[config.mk]
export PLATFORM = sky130hd
export DESIGN_NAME = wavegen_dds
export DESIGN_NICKNAME = d
export VERILOG_FILES = /design/src/rtl/wavegen_dds.sv
export SDC_FILE = /design/constraint.sdc
export NUM_CORES = 1
export LEC_CHECK = 0
export CAP_MARGIN = 20
export CORE_MARGIN = 3
export CORE_UTILIZATION = 63
export DETAILED_ROUTE_END_ITERATION = 7
export MAX_ROUTING_LAYER = met4
export PLACE_DENSITY = 0.84
export SYNTH_ARGS = -nofsm -noshare
export SYNTH_HDL_FRONTEND = slang
export SYNTH_SLANG_ARGS = --single-unit
[constraint.sdc]
create_clock -name clk -period 11.33 [get_ports clk]
set_input_delay 1.133 -clock clk [delete_from_list [all_inputs] [get_ports clk]]
set_output_delay 1.133 -clock clk [all_outputs]
set_load 0.02 [all_outputs]
[src/rtl/wavegen_dds.sv]
// Phase-accumulator waveform generator: square/triangle/saw/DC.
// Shadowed parameters update only at period wrap; output saturates.
module wavegen_dds #(
  parameter int DW = 12,
  parameter int PW = 24
) (
  input  logic          clk,
  input  logic          rst,
  input  logic          en,
  input  logic [1:0]    mode,
  input  logic [PW-1:0] phase_inc,
  input  logic [7:0]    duty,
  input  logic [DW-1:0] bias,
  input  logic [DW-1:0] p2p,
  output logic [DW-1:0] data_out,
  output logic          cycle_start,
  output logic          clip
);

  localparam int XW = DW + 2;

  logic [PW-1:0]   r_acc;
  logic            r_wrap;
  logic [1:0]      r_mode;
  logic [7:0]      r_duty;
  logic [DW-1:0]   r_bias;
  logic [DW-1:0]   r_p2p;
  logic [PW-1:0]   r_inc;

  logic [PW:0]     w_sum;
  logic            w_wrap;
  logic            w_load;

  assign w_sum  = {1'b0, r_acc} + {1'b0, r_inc};
  assign w_wrap = en & w_sum[PW];
  assign w_load = ~en | w_wrap;

  always_ff @(posedge clk or posedge rst) begin
    if (rst) begin
      r_acc  <= '0;
      r_wrap <= 1'b0;
      r_mode <= '0;
      r_duty <= '0;
      r_bias <= '0;
      r_p2p  <= '0;
      r_inc  <= '0;
    end else begin
      if (en)
        r_acc <= w_sum[PW-1:0];
      r_wrap <= w_wrap;
      if (w_load) begin
        r_mode <= mode;
        r_duty <= duty;
        r_bias <= bias;
        r_p2p  <= p2p;
        r_inc  <= phase_inc;
      end
    end
  end

  // While frozen the shadows are bypassed so edits show up at once.
  logic [1:0]      w_mode;
  logic [7:0]      w_duty;
  logic [DW-1:0]   w_bias;
  logic [DW-1:0]   w_p2p;

  assign w_mode = en ? r_mode : mode;
  assign w_duty = en ? r_duty : duty;
  assign w_bias = en ? r_bias : bias;
  assign w_p2p  = en ? r_p2p  : p2p;

  logic [DW-1:0]   w_saw;
  logic [DW-1:0]   w_tri;
  logic [DW-1:0]   w_shape;
  logic [2*DW-1:0] w_prod;
  logic            w_sq;

  assign w_saw   = r_acc[PW-1 -: DW];
  assign w_tri   = r_acc[PW-1] ? ~r_acc[PW-2 -: DW]
                               :  r_acc[PW-2 -: DW];
  assign w_shape = (w_mode == 2'd1) ? w_tri : w_saw;
  assign w_prod  = (2*DW)'(w_p2p) * (2*DW)'(w_shape);
  assign w_sq    = r_acc[PW-1 -: 8] < w_duty;

  logic [2*DW-1:0] r_s1_prod;
  logic            r_s1_sq;
  logic            r_s1_wrap;
  logic [1:0]      r_s1_mode;
  logic [DW-1:0]   r_s1_bias;
  logic [DW-1:0]   r_s1_h;

  always_ff @(posedge clk or posedge rst) begin
    if (rst) begin
      r_s1_prod <= '0;
      r_s1_sq   <= 1'b0;
      r_s1_wrap <= 1'b0;
      r_s1_mode <= '0;
      r_s1_bias <= '0;
      r_s1_h    <= '0;
    end else begin
      r_s1_prod <= w_prod;
      r_s1_sq   <= w_sq;
      r_s1_wrap <= r_wrap;
      r_s1_mode <= w_mode;
      r_s1_bias <= w_bias;
      r_s1_h    <= w_p2p >> 1;
    end
  end

  logic [XW-1:0]   w_lo;
  logic [XW-1:0]   w_hi;
  logic [XW-1:0]   w_scaled;
  logic [XW-1:0]   w_val;

  // Two's complement in XW bits: MSB flags a negative result.
  assign w_lo     = XW'(r_s1_bias) - XW'(r_s1_h);
  assign w_hi     = XW'(r_s1_bias) + XW'(r_s1_h);
  assign w_scaled = XW'(r_s1_prod >> DW);

  always_comb begin
    w_val = w_lo;
    unique case (r_s1_mode)
      2'd0: w_val = r_s1_sq ? w_hi : w_lo;
      2'd1: w_val = w_lo + w_scaled;
      2'd2: w_val = w_lo + w_scaled;
      2'd3: w_val = XW'(r_s1_bias);
    endcase
  end

  always_ff @(posedge clk or posedge rst) begin
    if (rst) begin
      data_out    <= '0;
      clip        <= 1'b0;
      cycle_start <= 1'b0;
    end else begin
      cycle_start <= r_s1_wrap;
      if (w_val[XW-1]) begin
        data_out <= '0;
        clip     <= 1'b1;
      end else if (w_val[DW]) begin
        data_out <= '1;
        clip     <= 1'b1;
      end else begin
        data_out <= w_val[DW-1:0];
        clip     <= 1'b0;
      end
    end
  end

endmodule

==> results.yml <==
synthesis:
  synth_cells: 1280
  ys_seq_area_share_pct: 27.0
  synthArstFlopShare_pct: 100
  synth-edff-count: 0
  ys_seq_elements: 136
  yosysUniqueCellTypes: 62
  synth_nets: 1569
  synth_flop_cell: "dfrtp_1"
  yosysWarnings: 0
  synth_area_um2: 12600
  syn_area_per_cell_um2: 9.85
floorplanning:
  chipHeight_um: 147
  core.rowCount: 51
  top_level_ports: 75
  core_area_um2: 19600
  dieArea_um2: 21700
  start_util_pct: 64.4
  die_w_um: 147
route:
  detail_route.wl_per_cell_um: 17.9
  drtAntennaViolNets: 0
  drt-initial-drc-count: 610
  drcViolationCount: 0
  viasPerCell: 5.89
  drt-total-wl_um: 29000
  drt_pass1_iterations: 6
  vias: 9524
timing:
  fin_crit_sh_pct: 71.0
  slew_viol_final: 0
  setup_violations: 0
  worstMarginPinSlew_ns: 1.18
  hold_violations: 0
  min_period_ns: 8.04
  relSlewSlack_pct: 21.3
  setup_tns_ns: 0
  clock-skew-final_ns: 0.0116
  rsz0062_at_grt: "no"
  timing.fmax_mhz: 124
  holdWs_ns: 0.347
setup_path:
  path_max_fanout: 33
  arrival_ns: 8.35
  end_kind: "flop"
  critPathLaunchType: "input port"
  criticalPathCategory: "input port to flop"
  required_ns: 11.64
global_routing:
  grt_max_degree: 74
  use_met3_pct: 5.27
  gr-max-usage-layer: "met2"
  grt_use_met1_pct: 34.3
  antenna_found_initial: 0
  grt_pass1_wl_um: 49000
  grt.overflow.total: 0
  use_met2_pct: 50.5
  grt_usage_pct: 28.9
  grt_pass1_vias: 10100
cells_and_area:
  final_layout_size_suffix_gt1_share_pct: 10.5
  nNetsFinal: 1628
  fill_cells: 1405
  stdcell_area_um2: 14200
  final_cell_mix: "168 x inv_1, 136 x dfrtp_1, 125 x ha_1"
  regArea_um2: 3400
  fin_cells: 1617
  layout.cells.most_common: "inv_1"
  num_antenna_cells: 0
  multiInputGateArea_um2: 8370
  area_delta_synth_final_pct: 12.2
cts:
  cts-resized-gates: 0
  htree_num_levels: 4
  cts_tree: "yes"
  numCtsBuffers: 17
  clockBufferDepth: 2
  post_cts_buffers: 0
  cts_sinks: 136
  insertion_delay_ns: 0.44
  ctsRootBufferMaster: "clkbuf_16"
  holdBufCountCts: 0
  path_clk_slew_ns: 0.07
hold_path:
  hp-class: "flop to flop"
place:
  placedCellCount: 1585
  gp_congestion: 0.992
  hpwl_um: 21900
  port-buffer-count: 74
  place_area_um2: 13500
status:
  outcome: "completed"
flow_run:
  drv_cap: 0
## Yosys cell counts, drive strengths merged (12+ instances only)
master,number,share of area [%]
nor2b,12,0.60
ha,125,12
inv,169,5.0
nor2,96,2.9
a21oi,71,2.8
buf,19,0.89
a21o,19,1.1
o21a,14,0.83
fa,103,16
o21ai,42,1.7
nand2,118,3.5
xnor2,56,3.9
dfrtp,136,27
nor3,14,0.56
mux2i,22,1.7
mux2,94,9.0
xor2,16,1.1
and2,18,0.89
clkbuf,19,0.57
## metrics by stage
stage / worst slack [ns] / util (%)
finish: 3.29 / 72.2
CTS: 3.38 / 72.2
global placement: 3.11 / 69.1
floorplan: 4.31 / -
global route: 2.82 / 72.2
detailed placement: 2.95 / 69.1
## per-layer routing
layer	part of all wire, %	up-vias
met1	40	4704
met5	0	-
met2	51	363
li1	-	4384
met3	6.3	73
met4	2.6	0
## final cells by class
class	count	share of cell area (%)
Clock buffer	18	3.03
Clock inverter	14	1.34
Inverter	175	4.68
Multi-Input combinational cell	931	59.1
Sequential cell	136	24.0
Tap cell	265	2.34
Timing Repair Buffer	78	5.41
## cells by family (layout without fill, tap and decap cells)
family | after synthesis | count (layout) | synth area share [%]
simple gates | 303 | 303 | 10.8
fa+ha+maj | 228 | 228 | 28.8
buf+inv | 213 | 285 | 6.67
compound gates | 212 | 212 | 11.1
flops | 136 | 136 | 27.0
mux | 116 | 116 | 10.7
xor+xnor | 72 | 72 | 5.00
## state kept, by name, summed over array words and instances, names as in the netlist, 8 cells and up
| register | cells |
|---|---|
| r_acc | 24 |
| r_s1_bias | 12 |
| r_bias | 12 |
| r_p2p | 12 |
| r_inc | 24 |
| r_s1_h | 11 |
| data_out | 12 |
| r_s1_prod | 12 |
| r_duty | 8 |
## critical path, stage by stage
cell and delay, ns:
buf_2 0.69, nor2_1 0.14, a32o_1 0.24, buf_4 0.21, a21oi_1 0.75, nand2_1 0.19, fa_1 0.57, inv_1 0.05
fa_1 0.50, inv_1 0.06, fa_1 0.53, inv_1 0.05, fa_1 0.47, inv_1 0.05, fa_1 0.53, inv_1 0.05
ha_1 0.33, o21a_1 0.13, o211ai_1 0.12, or3_1 0.36, nor3_1 0.37, o2111ai_1 0.25, and3_1 0.20, nor3_1 0.24
xnor2_1 0.10
## worst paths after layout
kind	startpoint	cells past startpoint	slack (ns)	end
max in group asynchronous	rst	3	8.86	r_p2p[0]
setup / recovery	en	25	3.29	r_s1_prod[23]
hold / removal	r_wrap	0	0.35	r_s1_wrap
setup reg to reg	r_acc[23]	22	4.25	r_s1_prod[23]
min in group asynchronous	rst	2	1.14	r_bias[10]
hold reg to reg	r_wrap	0	0.35	r_s1_wrap
Power is not shown: default switching activity piles up to over one toggle a cycle in this logic, so the estimate is an artifact.
